`config.mk`:
```
export PLATFORM = sky130hd
export DESIGN_NAME = pc_unit
export DESIGN_NICKNAME = d
export VERILOG_FILES = /design/src/rtl/pc_unit.sv
export SDC_FILE = /design/constraint.sdc
export NUM_CORES = 1
export LEC_CHECK = 0
export BUFFER_PORTS_ARGS = -buffer_cell sky130_fd_sc_hd__buf_2
export CAP_MARGIN = 20
export CORE_MARGIN = 5
export CORE_UTILIZATION = 49
export CTS_BUF_LIST = sky130_fd_sc_hd__clkbuf_16
export CTS_CLUSTER_DIAMETER = 80
export DETAILED_ROUTE_END_ITERATION = 12
export PLACE_DENSITY = 0.89
export SYNTH_ARGS = -nofsm -noshare
export SYNTH_HDL_FRONTEND = slang
export SYNTH_SLANG_ARGS = --single-unit
```
`constraint.sdc`:
```
create_clock -name Clk -period 5 [get_ports Clk]
set_clock_uncertainty 0.2 [all_clocks]
set_input_delay 0.25 -clock Clk [delete_from_list [all_inputs] [get_ports Clk]]
set_output_delay 0.25 -clock Clk [all_outputs]
set_load 0.05 [all_outputs]
```
`src/rtl/pc_unit.sv`:
```
// pc_unit: program-counter stage for the five-stage pipeline.
// Holds the PC, computes PC + INC, and selects sequential, branch and jump
// redirects. It also provides stall hold, a one-cycle boot state after reset,
// and halt/resume control with a fetch-valid qualifier for IF.
// Optional feature, enabled by defining PC_ALIGN_CHECK_EN: redirect targets
// are aligned to INC, and a sticky MisalignErr flag records any misaligned
// target.
module pc_unit #(
    parameter int unsigned      WIDTH        = 32,
    parameter int unsigned      INC          = 4,
    parameter logic [WIDTH-1:0] RESET_VECTOR = '0
) (
    input  logic             Clk,
    input  logic             Reset,
    input  logic             Stall,
    input  logic             BranchTaken,
    input  logic [WIDTH-1:0] BranchTarget,
    input  logic             Jump,
    input  logic [WIDTH-1:0] JumpTarget,
    input  logic             Halt,
    input  logic             Resume,
    output logic [WIDTH-1:0] PCResult,
    output logic [WIDTH-1:0] PCAddResult,
    output logic             FetchValid,
    output logic             Halted
`ifdef PC_ALIGN_CHECK_EN
    ,
    output logic             MisalignErr
`endif
);

    localparam logic [WIDTH-1:0] LP_INC = WIDTH'(INC);

    typedef enum logic [1:0] {
        S_BOOT,
        S_RUN,
        S_HALTED
    } state_t;

    state_t           r_state;
    state_t           w_state_nxt;
    logic [WIDTH-1:0] r_pc;
    logic [WIDTH-1:0] w_pc_nxt;
    logic             w_redirect;
    logic [WIDTH-1:0] w_raw_target;
    logic [WIDTH-1:0] w_target;
    logic             w_load_err;

    assign w_redirect   = BranchTaken | Jump;
    // EX-stage branch is the older instruction, so it beats a same-cycle jump
    assign w_raw_target = BranchTaken ? BranchTarget : JumpTarget;

`ifdef PC_ALIGN_CHECK_EN
    localparam logic [WIDTH-1:0] LP_ALIGN_MASK = WIDTH'(INC - 1);

    logic w_misalign;
    logic r_misalign;

    assign w_target   = w_raw_target & ~LP_ALIGN_MASK;
    assign w_misalign = |(w_raw_target & LP_ALIGN_MASK);

    // Sticky misalignment flag; only Reset clears it
    always_ff @(posedge Clk) begin
        if (Reset)
            r_misalign <= 1'b0;
        else if (w_load_err)
            r_misalign <= 1'b1;
    end

    assign MisalignErr = r_misalign;
`else
    assign w_target = w_raw_target;
`endif

    // State and PC registers; reset takes priority over every other input
    always_ff @(posedge Clk) begin
        if (Reset) begin
            r_state <= S_BOOT;
            r_pc    <= RESET_VECTOR;
        end else begin
            r_state <= w_state_nxt;
            r_pc    <= w_pc_nxt;
        end
    end

    // Next state and next PC: redirect > stall/halt hold > sequential
    always_comb begin
        w_state_nxt = r_state;
        w_pc_nxt    = r_pc;
        w_load_err  = 1'b0;
        unique case (r_state)
            S_BOOT: begin
                w_state_nxt = Halt ? S_HALTED : S_RUN;
            end
            S_RUN: begin
                // A redirect is still applied when Halt arrives in the same
                // cycle, so resume fetches the redirect target
                if (w_redirect) begin
                    w_pc_nxt = w_target;
`ifdef PC_ALIGN_CHECK_EN
                    w_load_err = w_misalign;
`endif
                end else if (!Stall && !Halt) begin
                    w_pc_nxt = PCAddResult;
                end
                if (Halt)
                    w_state_nxt = S_HALTED;
            end
            S_HALTED: begin
                if (!Halt && Resume)
                    w_state_nxt = S_RUN;
            end
            default: begin
                w_state_nxt = S_BOOT;
            end
        endcase
    end

    assign PCResult    = r_pc;
    assign PCAddResult = r_pc + LP_INC;
    assign FetchValid  = (r_state == S_RUN);
    assign Halted      = (r_state == S_HALTED);

endmodule

```
# Yosys cells after proc, flatten, opt, wreduce, memory -nomap -nowiden
# Index checks and enable logic that the tools add are counted.
dict set report op_classes {
  add_sub_neg 1
  n_eq_ne 4
  bitwise 1
  n_reduce_logical 8
  mux 7
}
# op count
set ops {}
lappend ops {{$mux 32} 3}
lappend ops {{$add 32x3->32 const B} 1}
lappend ops {{$mux 2} 3}
lappend ops {{$pmux 2 s3} 1}
lappend ops {{$reduce_and 2->1} 2}
lappend ops {{$eq 2x1->1 const B} 1}
lappend ops {{$eq 2x2->1 const B} 1}
lappend ops {{$logic_and 1x1->1} 2}
lappend ops {{$logic_not 1->1} 2}
lappend ops {{$logic_not 2->1} 1}
lappend ops {{$ne 2x1->1 const B} 1}
lappend ops {{$ne 2x2->1 const B} 1}
lappend ops {{$reduce_bool 2->1} 1}
lappend ops {{$or 1x1->1} 1}
dict set report word_totals {
  reg_bits 34
}

# Depth between registers and ports, before layout
dict set report depth {
  depth_word 4
  depth_mapped 8
}

# Least setup slack after synthesis
# Ideal clock, no wire load.
dict set report synth_path {
  path_type {reg-to-output}
  startpoint {reg r_pc[2], in the netlist PCResult[2]}
  endpoint {out PCAddResult[29]}
  arrival_ns 2.936
  path_stages_with_launch 6
  setup_slack_ns 1.614
  path_cell_list {dfxtp_1 -> nand4_2 -> or4_1 -> buf_2 -> or4_4 -> xnor2_1}
}
dict set report synth_via {
  elab_chain_cells 1
}
# element line_no
set synth_lines {}
lappend synth_lines {{start, declared} 42} ;# logic [WIDTH-1:0] r_pc;
lappend synth_lines {{start signal, assigned} 82} ;# r_pc <= w_pc_nxt;
lappend synth_lines {{$add 32x3->32} 120} ;# assign PCAddResult = r_pc + LP_INC;
lappend synth_lines {{end, declared} 23} ;# output logic [WIDTH-1:0] PCAddResult,
# Every way passes these cells.

# Worst setup path after layout
dict set report layout_path {
  startpoint {reg r_pc[2], in the netlist PCResult[2]}
  endpoint {out PCAddResult[28]}
}
# Same word-level chain as after synthesis.

==> reports/qor.yml <==
status: "finished, final reports clean"
p_leak_nw: 1.57
worstPathRequired_ns: 4.55
fmax_ghz: 0.299
clk_pin_slew_ns: 0.05
first_pass_iters: 5
yosysSeqAreaShare_pct: 26.3
ys_top_cells_by_area: "dfxtp_1 26%, xnor2_1 6.4%, o21ai_0 5.0%"
ys_warn_count: 0
design_area_mm2: 0.00340
io_buffers: 136
finalHoldViolations: 0
ant_nets: 0
overflow: 0
drt_iter0_drc: 323
placedCellCount: 524
startpoint: "PCResult[2]"
cp.arrival_ns: 2.89
setup_viol: 0
drv_slew: 0
synthArstFlopShare_pct: 0
dieArea_mm2: 0.00683
reg2regPathDepth: 5
cp-end-kind: "primary output"
hold_class: "input port to flip-flop"
cts_buffers: 5
dpl-instance-area_mm2: 0.00326
power.density_mw_per_mm2: 249
place_hpwl_um: 6590
p_sw_share_pct: 36.1
clock_sinks: 34
syn_area_per_cell_um2: 7.48
crit_path_start_kind: "flip-flop"
period_needed_ns: 3.34
via_count: 3220
grt_start_max_net_pins: 49
post-route-drc-count: 0
nets: 534
hold_ws_ns: 0.0665
endpoint: "PCAddResult[28]"
synth_edf_count: 0
cts_htree_levels: 2
clk_path_buf_depth: 2
wl_um: 8990
critPathMaxFanout: 10
syn_nets: 418
insertion_delay_ns: 0.28
slew_headroom_pct: 42.3
die_h_um: 82.7
routed_via_density: 6.05
synth_cell_types: 49
path_class: "flip-flop to primary output"
place_ws_ns: 2.02
grt_pass1_wl_um: 14100
start_util_pct: 50.7
yosys.area.top_type: "dfxtp_1"
ir_drop_v: 0.000148
cts_tree: "yes"
r2r_slack_ns: 2.21
ys_ff_latch: 34
setup-tns-final_ns: 0
fin_ws_ns: 1.66
yosysTopAreaCellShare_pct: 26.3
power_switching_mw: 0.306
p_seq_share_pct: 36.4
place_congestion: 0.868
worst_pin_slew_ns: 0.866
period_share_pct: 66.8
synth.cell_area_mm2: 0.00259
rsz0062_at_grt: "no"
root_buffer: "clkbuf_16"
track_usage_pct: 26.4
r2r-end: "PCResult[23]"
rows: 26
r2r_start: "PCResult[6]"
syn-instance-count: 346
p_clk_share_pct: 34.5
antenna_found_initial: 0
layout.cells.non_filler: 532
comb_power_share_pct: 29.1
diodes: 0
syn_to_final_growth_pct: 31.4
internal_power_mw: 0.540
maxCapViolCount: 0
ctsResizeCount: 0
grt_pass1_vias: 2973
synthFlopType: "dfxtp_1"
wl_per_cell_um: 16.9
core-area_mm2: 0.00511
io_pins: 137
die_w_um: 82.7
drive_gt1_share_pct: 32.9
-- registers in the layout, summed over array words and instances, names as in the netlist --
register and flops:
PCResult 32, r_state 2
-- layout make-up --
cell class              instances  area [µm²]
inverters                      13        48.8
well taps                      70        87.6
clock buffers                   5         125
fillers                       441        1710
clock inverters                 2        10.0
repair buffers                140         713
multi-input cells             268        1740
flip-flops and latches         34         681
-- routing by layer --
metal	up-vias	wire, µm	GRT usage [%]
met3	18	958	7.05
met5	-	0	0
li1	1533	-	-
met1	1486	3560	32.8
met2	183	4340	44.6
met4	0	135	8.17
-- Yosys cell counts, types with 2 or more instances --
cell	number
buf_4	2
clkbuf_1	25
a22oi_1	6
nor3b_1	3
o21a_1	2
a32o_1	9
buf_1	2
o21ai_0	26
a2111oi_0	2
and3_1	3
a21o_1	4
nand2b_1	3
nand2_1	25
xor2_1	9
a32oi_1	2
a22o_1	3
a21oi_1	24
a211oi_1	3
nand4_1	9
dfxtp_1	34
o32ai_1	2
a221o_1	8
nor2_1	31
xnor2_1	19
nor2b_1	4
nor4_1	5
buf_2	2
mux2i_1	9
inv_1	13
a221oi_1	4
nand3_1	14
a2bb2oi_1	2
and4_1	2
a31oi_1	2
or4_1	2
nor3_1	8
o22ai_1	5
nor4_2	2
o31ai_1	6
-- cells by family (layout without fill, tap and decap cells) --
logic type                 Yosys count  after routing  synth area share, %
adders and majority gates            1              1                0.483
AOI/OAI and AO/OA                  116            116                 31.0
and+or+nand+nor                    114            114                 22.4
xor gates and xnor gates            28             28                 9.48
muxes                                9              9                 3.48
buffers and inverters               44            160                 6.77
DFF                                 34             34                 26.3
-- through the flow --
| step | power [mW] | utilization (%) |
|---|---|---|
| floorplan | 0.483 | - |
| global placement | 0.552 | 63.7 |
| detailed placement | 0.556 | 63.7 |
| CTS | 0.844 | 66.6 |
| global route | 0.880 | 66.6 |
| finish | 0.846 | 66.6 |
-- cells in the final DEF, fill, tap and decap left out, drive strengths merged, types with 4 or more instances in the layout --
master / instances
a32o: 9
nand4: 10
a21o: 4
o22ai: 5
dfxtp: 34
nor4: 7
a221oi: 4
nor2: 31
xor2: 9
a22oi: 6
mux2i: 9
a21oi: 24
o31ai: 6
o21ai: 27
xnor2: 19
nor2b: 4
buf: 139
inv: 13
nand3: 14
nand2: 25
clkbuf: 5
a221o: 8
nor3: 8
-- worst max-delay path, stage by stage, from the launching register on --
cell and delay [ns]:
dfxtp_1 0.46, ha_1 0.25, nand3_1 0.34, nor4_2 0.78, nand3_1 0.26, xnor2_1 0.22
buf_2 0.29
-- power groups by stage --
stage	combinational (mW)	clock (mW)	sequential, mW
floorplan	0.133	0	0.350
global placement	0.240	0	0.311
detailed placement	0.244	0	0.313
CTS	0.245	0.292	0.307
global route	0.263	0.306	0.310
finish	0.246	0.292	0.308
-- timing repair --
item	in CTS	in global routing
buffers inserted	0	0
hold endpoints to repair	1	0
hold buffers	1	0
-- worst min path at each step --
stage | from | end | slack [ns] | cells after the start
2_1_floorplan | Halt | r_state[0] | 0.13 | 1
3_3_place_gp | Halt | r_state[0] | 0.25 | 2
3_5_place_dp | Halt | r_state[0] | 0.26 | 2
4_1_cts | BranchTarget[4] | PCResult[4] | 0.07 | 3
5_1_grt | BranchTarget[4] | PCResult[4] | 0.09 | 3
6_report | BranchTarget[4] | PCResult[4] | 0.07 | 3
Note: power is estimated with default switching activity, not from simulation.
